$ cat src/rtl/smol_stream_arbiter.sv
// smol_stream_arbiter: round-robin N:1 stream arbiter that holds each grant until end of packet or MAX_BURST beats
module smol_stream_arbiter #(
    parameter int NREQ = 4,
    parameter int DW = 32,
    parameter int MAX_BURST = 16,
    localparam int IW = (NREQ > 1) ? $clog2(NREQ) : 1
) (
    input  logic               clk,
    input  logic               rst_n,
    input  logic [NREQ-1:0]    s_vld,
    output logic [NREQ-1:0]    s_rdy,
    input  logic [NREQ*DW-1:0] s_data,
    input  logic [NREQ-1:0]    s_last,
    output logic               m_vld,
    input  logic               m_rdy,
    output logic [DW-1:0]      m_data,
    output logic               m_last,
    output logic [IW-1:0]      grant_id,
    output logic               busy
);
    typedef enum logic {IDLE, GRANT} state_t;
    state_t state, state_nxt;
    logic [IW-1:0] ptr, sel, sel_hi, sel_any;
    logic [7:0] beat_cnt;
    logic [DW-1:0] words [NREQ];
    logic any_vld, hit_hi, beat, last_beat;
    for (genvar i = 0; i < NREQ; i++) begin : g_unpack
        assign words[i] = s_data[i*DW +: DW];
    end
    assign any_vld = |s_vld;
    // Circular search from ptr: prefer the lowest requester at or above ptr, else wrap to the lowest overall.
    always_comb begin
        sel_hi = '0;
        sel_any = '0;
        hit_hi = 1'b0;
        for (int i = NREQ - 1; i >= 0; i--) begin
            if (s_vld[i]) begin
                sel_any = IW'(i);
                if (i >= int'(ptr)) begin
                    sel_hi = IW'(i);
                    hit_hi = 1'b1;
                end
            end
        end
        sel = hit_hi ? sel_hi : sel_any;
    end
    always_ff @(posedge clk or negedge rst_n) begin
        if (!rst_n) state <= IDLE;
        else state <= state_nxt;
    end
    always_comb state_nxt = (state == IDLE) ? (any_vld ? GRANT : IDLE) : (last_beat ? IDLE : GRANT);
    always_comb begin
        busy = (state == GRANT);
        m_vld = busy & s_vld[grant_id];
        m_data = busy ? words[grant_id] : '0;
        m_last = busy & (s_last[grant_id] | (beat_cnt == 8'(MAX_BURST - 1)));
        s_rdy = '0;
        s_rdy[grant_id] = busy & m_rdy;
        beat = m_vld & m_rdy;
        last_beat = beat & m_last;
    end
    always_ff @(posedge clk or negedge rst_n) begin
        if (!rst_n) begin
            ptr <= '0;
            grant_id <= '0;
            beat_cnt <= '0;
        end else if (state == IDLE && any_vld) begin
            grant_id <= sel;
            beat_cnt <= '0;
        end else if (beat) begin
            beat_cnt <= beat_cnt + 8'd1;
            if (m_last) ptr <= (grant_id == IW'(NREQ - 1)) ? '0 : grant_id + IW'(1);
        end
    end
endmodule

$ cat config.mk
export PLATFORM = sky130hd
export DESIGN_NAME = smol_stream_arbiter
export DESIGN_NICKNAME = d
export VERILOG_FILES = /design/src/rtl/smol_stream_arbiter.sv
export SDC_FILE = /design/constraint.sdc
export NUM_CORES = 1
export LEC_CHECK = 0
export BUFFER_PORTS_ARGS = -buffer_cell sky130_fd_sc_hd__buf_2
export CORE_ASPECT_RATIO = 0.7
export CORE_MARGIN = 5
export CORE_UTILIZATION = 33
export CTS_CLUSTER_SIZE = 12
export DETAILED_ROUTE_END_ITERATION = 10
export GPL_TIMING_DRIVEN = 0
export PLACE_DENSITY_LB_ADDON = 0.1
export SLEW_MARGIN = 20
export SYNTH_ARGS = -nofsm -noshare
export SYNTH_HDL_FRONTEND = slang
export SYNTH_SLANG_ARGS = --single-unit
$ cat constraint.sdc
create_clock -name clk -period 1.7 [get_ports clk]
set_input_delay 0.34 -clock clk [delete_from_list [all_inputs] [get_ports clk]]
set_output_delay 0.34 -clock clk [all_outputs]
set_load 0.05 [all_outputs]
* Word-level counts from Yosys, hierarchy flattened
Index checks and enable logic that the tools add are counted.
** Word-level totals
- Word-level logic and storage cells :: 63
- Register bits after elaboration :: 13
** Operators by class
- Add/subtract/negate cells :: 2
- Order comparisons :: 6
- Reductions and logical operators :: 5
- Muxes and demuxes :: 34
- Equality and inequality tests :: 2
- Bitwise gates (word level) :: 10
** Operators with widths (count)
- $mux 32 :: 3
- $bmux 32 s2 :: 1
- $mux 2 :: 12
- $mux 8 :: 2
- $mux 1 :: 13
- $add 8x1->8 const B :: 1
- $eq 8x4->1 const B :: 1
- $and 1x1->1 :: 5
- $and 4x4->4 :: 1
- $bmux 1 s2 :: 2
- $ge 1x2->1 const A :: 2
- $reduce_or 4->1 :: 1
- $ge 3x3->1 const B :: 1
- $lt 2x3->1 const B :: 1
- $not 2->3 :: 1
- $reduce_and 3->1 :: 1
- $add 2x1->2 const B :: 1
- $demux 1 s2 :: 1
- $eq 2x2->1 const B :: 1
- $ge 2x1->1 const B :: 1
- $ge 2x2->1 const A :: 1
- $logic_and 1x1->1 :: 2
- $not 1->1 :: 2
- $reduce_bool 2->1 :: 1
- $or 1x1->1 :: 1

* Longest topological paths before layout
Gate-level depths: netlist (run 1).
- Depth in word-level cells :: 8
- Gate-level depth with buffers :: 5

* Worst setup path before layout (run 1)
OpenSTA, ideal clock, no wires.
- Path kind :: reg2out
- From :: register grant_id[0]
- To :: output port m_data[10]
- Path buffers :: 2
- Data required time :: 1360 ps
- Setup slack :: -673 ps
- Arrival time :: 2033 ps
- Stages on the path, launching flop included :: 5
- Path through :: dfrtp_1 buf_6 buf_2 mux4_2 and2_1
** Between the ends
- Word-level cells in the longest chain between the ends :: 5
** RTL lines
- start: declaration :: line 18 : output logic [IW-1:0] grant_id,
- start signal: assignment :: line 68 : grant_id <= sel;
- $not 2->3 (not written as such) :: line 55 : m_data = busy ? words[grant_id] : '0;
- $bmux 32 s2 :: line 55
- $mux 32 (not written as such) (2 in a row) :: line 55
- $mux 32 :: line 55
- end: declaration :: line 16 : output logic [DW-1:0] m_data,
Every way passes these cells. The select of a mux whose other input is x is not followed.

* Worst setup path in the final report (run 1)
- From :: register grant_id[0]
- To :: output port m_data[26]
The elaborated chain is that of the path after synthesis.

==> results of run 1 <==
[power breakdown]
part	total (mW)	switching, mW	internal, mW
Combinational	6.19	3.20	2.98
Clock	0.282	0.116	0.166
Sequential	0.505	0.102	0.403
[per-stage QoR]
step	std cells	hold slack [ps]
2_1_floorplan	158	44.4
6_report	430	462
4_1_cts	427	465
5_1_grt	430	481
3_5_place_dp	409	252
3_3_place_gp	409	251
[cell usage in the layout (no fill, tap or decap), types with 2 or more instances in the layout]
cell	n
and2_4	33
and3_1	2
and3_4	4
buf_12	5
buf_16	2
buf_2	142
buf_4	10
buf_6	37
buf_8	6
clkbuf_1	3
clkbuf_2	2
clkbuf_4	2
clkbuf_8	3
dfrtp_1	11
dfrtp_2	2
ha_1	2
ha_2	2
mux2i_1	4
mux4_2	34
nand2_1	5
nand3_1	4
nand4_1	2
nor2_1	4
nor4_1	2
o211ai_1	2
o21ai_0	4
xor2_1	2
[critical path, cell delays in order (launching register included)]
cell     delay, ps
dfrtp_2        390
buf_12         160
buf_12         150
mux4_2         500
and2_4         170
buf_6          140
[kinds of logic after synthesis]
kind of cell             Yosys count  synth area share (%)
AO/OA/AOI/OAI                     14                  5.22
XOR/XNOR                           2                 0.975
adder cells (fa/ha/maj)            5                  3.48
buffers and inverters             17                  4.32
flip-flops                        13                  18.1
multiplexers                      39                  45.7
AND/OR/NAND/NOR                   68                  22.2
[worst max path at each step]
stage | slack [ps] | endpoint | startpoint
3_5_place_dp | -380 | m_data[19] | busy
4_1_cts | -420 | m_data[10] | grant_id[0]
2_1_floorplan | -230 | m_data[24] | grant_id[0]
6_report | -400 | m_data[26] | grant_id[0]
5_1_grt | -450 | m_data[3] | grant_id[0]
3_3_place_gp | -380 | m_data[15] | busy
[layout make-up]
type	instances	area [um^2]	share of cell area (%)
Sequential cell	13	328	9.18
Buffer	14	155	4.35
Timing Repair Buffer	196	1360	38.1
Multi-Input combinational cell	128	1570	43.9
Clock buffer	4	45.0	1.26
Inverter	3	23.8	0.666
Tap cell	72	90.1	2.52
[timing repair]
| item | in CTS | in global routing |
|---|---|---|
| cloned | 2 | 1 |
| endpoints found under the hold margin | 13 | 0 |
| setup endpoints to repair | 41 | 49 |
| hold buffers | 1 | 0 |
| gates resized for setup | 99 | 15 |
| buffers inserted | 12 | 2 |
| pin swaps | 0 | 1 |
[metal layers]
| metal | up-vias | wire length [um] | part of all wire (%) |
|---|---|---|---|
| met5 | - | 0 | 0 |
| met4 | 0 | 138 | 1.8 |
| met3 | 12 | 742 | 9.7 |
| met2 | 125 | 3870 | 51 |
| met1 | 1053 | 2870 | 38 |
| li1 | 1019 | - | - |
[sequential cells by signal, summed over array words and instances (netlist names)]
| signal | cells |
|---|---|
| beat_cnt | 8 |
| grant_id | 2 |
| ptr | 2 |
| busy | 1 |
==> impl_metrics.csv, run 1 <==
group,metric,value,unit
power,p_leak,1.73,nW
synthesis,synth_top_area_share,41.4,%
place,placement.io_buffers,179,
setup_path,criticalPathCategory,"reg -> out",
synthesis,yosysMostFrequentCell,"and2_1",
sta,fmax,476,MHz
cells_and_area,stdcell_area,3570,um^2
detailed_routing,vias,2209,
run_status,outcome,"complete, but fails checks",
synthesis,synth-seq-cells,13,
synthesis,synth_cells,158,
worst_hold_path,hp-class,"in -> reg",
cells_and_area,fillers,436,
global_routing,grt_util_all_layers,20.2,%
power,fin_total_pwr,6.97,mW
floorplanning,die_area,7040,um^2
floorplanning,rows,22,
synthesis,syn_area_per_cell,11.4,um^2
run,maxCapViolations,0,
setup_path,cp-end-kind,"output pin",
cells_and_area,syn_to_final_growth,98.7,%
sta,worst_slew_pin_slew,523,ps
global_routing,overflow,0,
floorplanning,core_area,5260,um^2
synthesis,synth_area_leader_cell,"mux4_2",
power,p_per_area,1950,nW/um^2
sta,setup_slack,-399,ps
clock_network,clk_pin_slew,60,ps
global_routing,grt_pass1_vias,2421,
sta,rsz0062_at_grt,"true",
synthesis,synth_flop_cell,"dfrtp_1",
detailed_routing,via_per_inst,5.14,
detailed_routing,ant_nets,0,
global_routing,grt_max_degree,14,
global_routing,grt_use_met1,23.1,%
setup_path,cp.arrival,1760,ps
setup_path,timing.rr.end,"ptr[1]",
floorplanning,die_h,71.7,um
clock_network,cts.sinks,13,
cells_and_area,utilization,67.9,%
detailed_routing,wl_per_cell,17.7,um
worst_hold_path,holdPathStages,3,
setup_path,r2r_start,"grant_id[0]",
synthesis,netlist_area,1800,um^2
clock_network,cts_buffers,3,
detailed_routing,routed_wl,7620,um
setup_path,cp.required,1360,ps
clock_network,clockRootBuffer,"clkbuf_8",
synthesis,synth-edff-count,0,
clock_network,clockBufferDepth,2,
run_status,violations,"setup timing",
worst_hold_path,min_to,"busy",
synthesis,async_flop_share,100,%
setup_path,start_kind,"flip-flop",
worst_hold_path,hp-start,"s_vld[0]",
global_routing,antenna_found_initial,0,
place,place_congestion,0.823,
sta,fin_crit,2100,ps
sta,hold_viol_final,0,
cells_and_area,drive_gt1_share,84.1,%
synthesis,synth_common_cells,"and2_1, mux4_2, dfrtp_1",
synthesis,yosysUniqueCellTypes,34,
sta,maxSlewViolCount,0,
synthesis,yosys-top-cells-area,"mux4_2, dfrtp_1, and2_1",
sta,setup_violations,48,
floorplanning,ioPinCount,180,
global_routing,gr-usage-met2,38.2,%
global_routing,grt_pass1_wl,11500,um
cells_and_area,antenna_cells,0,
power,ir_worst_vdd,1.16,mV
detailed_routing,remaining_drc_errors,0,
clock_network,clkLatencyLatePin,250,ps
clock_network,cts_tree,"done",
place,dp_slack,-378,ps
global_routing,top_usage_layer,"met2",
sta,totalNegativeSetupSlack,-15210,ps
setup_path,reg2reg_depth,8,
detailed_routing,drt_pass1_iterations,4,
floorplanning,die_w,98.2,um
setup_path,rrSetupSlack,-290,ps
detailed_routing,drt-initial-drc-count,55,
place,place_hpwl,6130,um
synthesis,yosys_warnings,0,
place,place_area,2960,um^2
setup_path,cp_max_fo,9,
cells_and_area,nNetsFinal,503,
clock_network,htree_levels,1,
sta,period_share,123,%
synthesis,ys_seq_area_share,18.1,%
global_routing,use_met3,5.74,%
sta,fin_worst_skew,7.26,ps
synthesis,syn_nets,302,
floorplanning,start_util,34.2,%
sta,slew_headroom,64.8,%
No activity file was read; power rests on OpenSTA's default activity.
==> inputs of run 2 (changes only) <==
--- a/config.mk
+++ b/config.mk
@@ -11,7 +11,6 @@
 export CORE_UTILIZATION = 33
 export CTS_CLUSTER_SIZE = 12
 export DETAILED_ROUTE_END_ITERATION = 10
-export GPL_TIMING_DRIVEN = 0
 export PLACE_DENSITY_LB_ADDON = 0.1
 export SLEW_MARGIN = 20
 export SYNTH_ARGS = -nofsm -noshare
==> impl_metrics.csv, run 2 (same netlist as run 1, synthesis figures left out) <==
group,metric,value,unit
global_routing,overflow,0,
cells_and_area,largest_register_ffs,8,
setup_path,rrSetupSlack,-250,ps
detailed_routing,remaining_drc_errors,0,
cells_and_area,regMostFlops,"beat_cnt",
clock_network,cts_buffers,3,
sta,totalNegativeSetupSlack,-14580,ps
clock_network,cts.sinks,13,
cells_and_area,fillers,411,
sta,fin_worst_skew,4.37,ps
sta,fmax,477,MHz
sta,fin_hold_ws,481,ps
detailed_routing,drt-initial-drc-count,46,
cells_and_area,largestRegisters,"beat_cnt x8, grant_id x2, ptr x2",
power,p_per_area,1940,nW/um^2
power,p_leak,1.77,nW
cells_and_area,stdcell_area,3660,um^2
place,dp_slack,-190,ps
setup_path,slowest_stage,"mux4_2",
sta,worst_slew_pin_slew,375,ps
setup_path,criticalPathCategory,"reg -> out",
global_routing,grt_pass1_vias,2324,
global_routing,grt_pass1_wl,11200,um
worst_hold_path,holdPathStages,1,
floorplanning,start_util,34.2,%
place,place_hpwl,6120,um
detailed_routing,vias,2184,
clock_network,clk_pin_slew,60,ps
worst_hold_path,min_to,"beat_cnt[7]",
cells_and_area,drive_gt1_share,84.3,%
setup_path,cpPeakStageDelay,510,ps
setup_path,reg2reg_depth,8,
setup_path,start_kind,"flip-flop",
cells_and_area,multi_input_area,1580,um^2
sta,slew_headroom,74.8,%
setup_path,cp_max_fo,6,
floorplanning,ioPinCount,180,
sta,setup_violations,49,
setup_path,timing.rr.end,"ptr[1]",
worst_hold_path,hp-start,"beat_cnt[7]",
sta,period_share,123,%
clock_network,htree_levels,1,
global_routing,grt_max_degree,18,
setup_path,cp_top_family,"multiplexers",
detailed_routing,wl_per_cell,16.9,um
detailed_routing,routed_wl,7360,um
clock_network,cts_tree,"done",
run_status,outcome,"complete, but fails checks",
floorplanning,die_h,71.7,um
run,maxCapViolations,0,
floorplanning,die_area,7040,um^2
sta,rsz0062_at_grt,"true",
detailed_routing,via_per_inst,5.02,
setup_path,r2r_start,"grant_id[0]",
global_routing,antenna_found_initial,0,
setup_path,worstPathCellList,"buf_4 -> buf_8 -> mux4_2 -> and2_4 -> buf_6",
cells_and_area,ff_latch_area,328,um^2
setup_path,critPathBufInv,3,
sta,fin_crit,2090,ps
place,placement.io_buffers,179,
setup_path,cp.required,1360,ps
worst_hold_path,hp-class,"reg -> reg",
cells_and_area,final_cell_mix,"buf_2, mux4_2, and2_4, buf_6, buf_4",
run_status,violations,"setup timing",
cells_and_area,final_common_cell,"buf_2",
power,ir_worst_vdd,1.18,mV
cells_and_area,syn_to_final_growth,103,%
place,place_congestion,0.850,
sta,setup_slack,-395,ps
cells_and_area,antenna_cells,0,
clock_network,clockRootBuffer,"clkbuf_8",
place,place_area,3100,um^2
setup_path,cp.arrival,1750,ps
sta,hold_viol_final,0,
clock_network,clkLatencyLatePin,250,ps
clock_network,clockBufferDepth,2,
cells_and_area,nNetsFinal,508,
detailed_routing,ant_nets,0,
detailed_routing,drt_pass1_iterations,6,
sta,maxSlewViolCount,0,
floorplanning,core_area,5260,um^2
setup_path,cp-end-kind,"output pin",
global_routing,grt_util_all_layers,19.8,%
floorplanning,rows,22,
floorplanning,die_w,98.2,um
==> run 2: cell count changes in the layout (fill, tap and decap cells not counted), moves of 2 or more <==
cell / before / now
buf_8: 6 / 15
buf_4: 10 / 18
buf_6: 37 / 32
buf_12: 5 / 7
clkbuf_1: 3 / 1
clkbuf_2: 2 / 0
clkbuf_4: 2 / 0
ha_1: 2 / 4
nand3_1: 4 / 2
nand3_4: 0 / 2
==> run 2: report_power, final <==
group | internal (mW) | total, mW | switching [mW]
clock network | 0.166 | 0.292 | 0.125
logic | 3.07 | 6.25 | 3.18
registers | 0.403 | 0.534 | 0.131
==> run 2: final cells by class <==
type,instances,share of cell area [%]
tap,72,2.46
sequential,13,8.97
multi-input combinational,128,43.2
clock buffer,4,1.23
timing repair buffer,215,43.9
inverter,3,0.308
==> run 2: what timing repair did <==
| item | in CTS | in global routing |
|---|---|---|
| setup buffers | 5 | 2 |
| hold buffers | 1 | 0 |
| endpoints found under the setup margin | 47 | 49 |
| gates resized for setup | 96 | 21 |
| cloned | 1 | 0 |
| pin swaps | 8 | 3 |
| hold endpoints to repair | 13 | 0 |
==> run 2: worst max-delay path by stage <==
stage                 from         end  slack [ps]  cells after the start
2_1_floorplan  grant_id[0]  m_data[24]        -230                      4
3_3_place_gp   grant_id[0]  m_data[26]        -190                      4
3_5_place_dp   grant_id[0]  m_data[26]        -190                      4
4_1_cts        grant_id[0]   m_data[8]        -400                      5
5_1_grt        grant_id[0]  m_data[31]        -450                      6
6_report       grant_id[0]  m_data[26]        -390                      5
==> run 2: metal layers <==
layer	global-route usage, %	share of wire [%]
met5	0	0
met4	3.33	0.71
met3	6.42	9.1
met2	35.4	51
met1	24.0	39
==> run 2: per-stage QoR <==
| stage | cells | power (mW) | utilization, % |
|---|---|---|---|
| after floorplan | 158 | 4.49 | - |
| after global placement | 422 | 5.53 | 58.9 |
| after detailed placement | 422 | 5.56 | 58.9 |
| after CTS | 433 | 6.91 | 67.5 |
| after global routing | 435 | 7.44 | 69.5 |
| final | 435 | 7.08 | 69.5 |
==> inputs of run 3 (changes only) <==
--- a/config.mk
+++ b/config.mk
@@ -5,10 +5,11 @@
 export SDC_FILE = /design/constraint.sdc
 export NUM_CORES = 1
 export LEC_CHECK = 0
+export ABC_AREA = 1
 export BUFFER_PORTS_ARGS = -buffer_cell sky130_fd_sc_hd__buf_2
 export CORE_ASPECT_RATIO = 0.7
 export CORE_MARGIN = 5
-export CORE_UTILIZATION = 33
+export CORE_UTILIZATION = 36
 export CTS_CLUSTER_SIZE = 12
 export DETAILED_ROUTE_END_ITERATION = 10
 export PLACE_DENSITY_LB_ADDON = 0.1
@@ -16,3 +17,4 @@
 export SYNTH_ARGS = -nofsm -noshare
 export SYNTH_HDL_FRONTEND = slang
 export SYNTH_SLANG_ARGS = --single-unit
+export TNS_END_PERCENT = 20
==> impl_metrics.csv, run 3 <==
group,metric,value,unit
synthesis,synth-edff-count,0,
detailed_routing,routed_wl,12400,um
detailed_routing,remaining_drc_errors,0,
setup_path,r2r_start,"busy",
sta,hold_viol_final,0,
clock_network,cts_buffers,3,
synthesis,synth-seq-cells,13,
setup_path,start_kind,"flip-flop",
power,p_leak,2.19,nW
cells_and_area,final_common_cell,"buf_2",
setup_path,reg2reg_depth,6,
cells_and_area,syn_to_final_growth,126,%
synthesis,netlist_area,2140,um^2
place,placement.io_buffers,179,
setup_path,rrSetupSlack,-50,ps
sta,fin_crit,1980,ps
sta,slew_headroom,69.3,%
sta,setup_violations,40,
sta,maxSlewViolCount,0,
setup_path,timing.rr.end,"grant_id[0]",
place,place_hpwl,7100,um
sta,rsz0062_at_grt,"true",
synthesis,synth_top_area_share,26.3,%
power,ir_worst_vdd,1.74,mV
setup_path,cp-end-kind,"output pin",
floorplanning,start_util,37.1,%
floorplanning,die_area,7600,um^2
cells_and_area,utilization,83.8,%
setup_path,slowest_stage,"dfrtp_2",
clock_network,cts.sinks,13,
synthesis,async_flop_share,100,%
detailed_routing,drt-initial-drc-count,182,
synthesis,synth_cells,395,
synthesis,yosysUniqueCellTypes,23,
sta,fmax,506,MHz
global_routing,overflow,0,
global_routing,grt_util_all_layers,25.8,%
worst_hold_path,min_to,"grant_id[1]",
clock_network,clk_pin_slew,60,ps
global_routing,antenna_found_initial,1,
run_status,outcome,"complete, but fails checks",
place,place_congestion,0.907,
sta,setup_slack,-278,ps
detailed_routing,vias,3681,
global_routing,grt_pass1_vias,3369,
clock_network,clockRootBuffer,"clkbuf_8",
floorplanning,ioPinCount,180,
setup_path,cp_max_fo,7,
worst_hold_path,hp-start,"s_vld[3]",
cells_and_area,nNetsFinal,739,
worst_hold_path,hp-class,"in -> reg",
power,fin_total_pwr,11.1,mW
run_status,violations,"setup timing",
cells_and_area,final_cell_mix,"buf_2, nor2_1, o21ai_2, nand2_1, buf_6",
detailed_routing,via_per_inst,5.49,
sta,period_share,116,%
setup_path,cp.required,1360,ps
synthesis,yosysMostFrequentCell,"nor2_1",
global_routing,grt_max_degree,36,
setup_path,criticalPathCategory,"reg -> out",
detailed_routing,wl_per_cell,18.5,um
synthesis,syn_area_per_cell,5.41,um^2
cells_and_area,regMostFlops,"beat_cnt",
cells_and_area,fillers,335,
setup_path,cp.arrival,1640,ps
cells_and_area,largestRegisters,"beat_cnt x8, grant_id x2, ptr x2",
detailed_routing,ant_nets,0,
setup_path,worstPathCellList,"buf_12 -> clkbuf_16 -> nor2_2 -> nor2_1 -> o21ai_2 -> a21oi_4 -> buf_6",
detailed_routing,drt_pass1_iterations,4,
synthesis,ys_seq_area_share,15.2,%
sta,fin_worst_skew,4.16,ps
clock_network,cts_tree,"done",
synthesis,syn_nets,539,
synthesis,yosys_warnings,0,
floorplanning,core_area,5760,um^2
global_routing,grt_pass1_wl,15700,um
cells_and_area,largest_register_ffs,8,
synthesis,synth_common_cells,"nor2_1, o21ai_0, nand2_1",
clock_network,clockBufferDepth,2,
cells_and_area,drive_gt1_share,64.5,%
floorplanning,die_h,74.5,um
sta,worst_slew_pin_slew,461,ps
clock_network,htree_levels,1,
synthesis,yosys-top-cells-area,"nor2_1, dfrtp_1, o21ai_0",
sta,totalNegativeSetupSlack,-8890,ps
synthesis,synth_flop_cell,"dfrtp_1",
run,maxCapViolations,0,
clock_network,clkLatencyLatePin,250,ps
power,p_per_area,2300,nW/um^2
setup_path,cpPeakStageDelay,450,ps
worst_hold_path,holdPathStages,5,
floorplanning,die_w,102,um
floorplanning,rows,23,
synthesis,synth_area_leader_cell,"nor2_1",
run 3: cell count changes in the layout (fill, tap and decap cells not counted), moves of 19 or more:
cell,previous run,this run
and2_4,33,0
o21ai_2,1,52
nor2_1,4,112
nand2_1,5,43
a21oi_4,1,33
nand3_1,2,21
mux4_2,34,0
run 3: worst max-delay path by stage:
stage                 from         end  depth (start not counted)
2_1_floorplan  grant_id[0]  m_data[10]                          7
3_3_place_gp   grant_id[0]   m_data[5]                          6
3_5_place_dp   grant_id[0]  m_data[15]                          6
4_1_cts        grant_id[0]  m_data[11]                          8
5_1_grt        grant_id[0]  m_data[26]                          7
6_report       grant_id[0]  m_data[26]                          7
run 3: stage by stage:
stage          hold slack (ps)  area [um^2]  setup WS [ps]  instances
2_1_floorplan             44.4         2560           -179        395
3_3_place_gp               254         3610          -18.3        645
3_5_place_dp               255         3610          -44.7        645
4_1_cts                    449         4200           -251        659
5_1_grt                    535         4820           -339        670
6_report                   511         4820           -278        670
run 3: layer usage:
metal / global-route usage [%] / routed length [um] / up-vias
met5: 0 / 0 / -
met4: 6.11 / 286 / 0
li1: - / - / 1697
met3: 4.69 / 1090 / 30
met2: 48.6 / 6240 / 197
met1: 30.5 / 4750 / 1757
run 3: repair_timing:
action / 4_1_cts / 5_1_grt
setup buffers: 5 / 4
cloned: 4 / 8
gates resized for setup: 142 / 123
hold endpoints to repair: 13 / 0
hold buffers: 1 / 0
pin swaps: 4 / 36
setup endpoints to repair: 38 / 47
run 3: cells by family (layout without fill, tap and decap cells):
group                    count (synthesis)  in the layout  share of synthesized area, %
AND/OR/NAND/NOR                        229            229                          45.8
AO/OA/AOI/OAI                          103            103                          24.1
buffers and inverters                   42            241                          10.7
flip-flops                              13             13                          15.2
adder cells (fa/ha/maj)                  5              5                          2.93
XOR/XNOR                                 3              3                          1.23
other                                    0              1                             0
run 3: area by class of cell:
class / count / area, um^2 / area share (%)
Sequential cell: 13 / 329 / 6.82
Timing Repair Buffer: 221 / 1780 / 36.9
Inverter: 16 / 73.8 / 1.53
Tap cell: 75 / 93.8 / 1.95
Antenna cell: 1 / 2.50 / 0.0519
Clock inverter: 1 / 5.00 / 0.104
Multi-Input combinational cell: 340 / 2500 / 51.8
Clock buffer: 3 / 41.3 / 0.856
run 3: critical path, delay by kind of cell (launching register included):
kind	cells	cell delay, ps
buf+inv	3	510
flops	1	450
compound gates	2	250
simple gates	2	160
run 3: power by group:
group / switching [mW] / internal (mW) / total, mW / leakage [nW]
sequential: 0.0961 / 0.392 / 0.488 / 0.167
clock: 0.134 / 0.163 / 0.296 / 0.0255
combinational: 6.22 / 4.11 / 10.3 / 1.99
total: 6.45 / 4.67 / 11.1 / 2.19
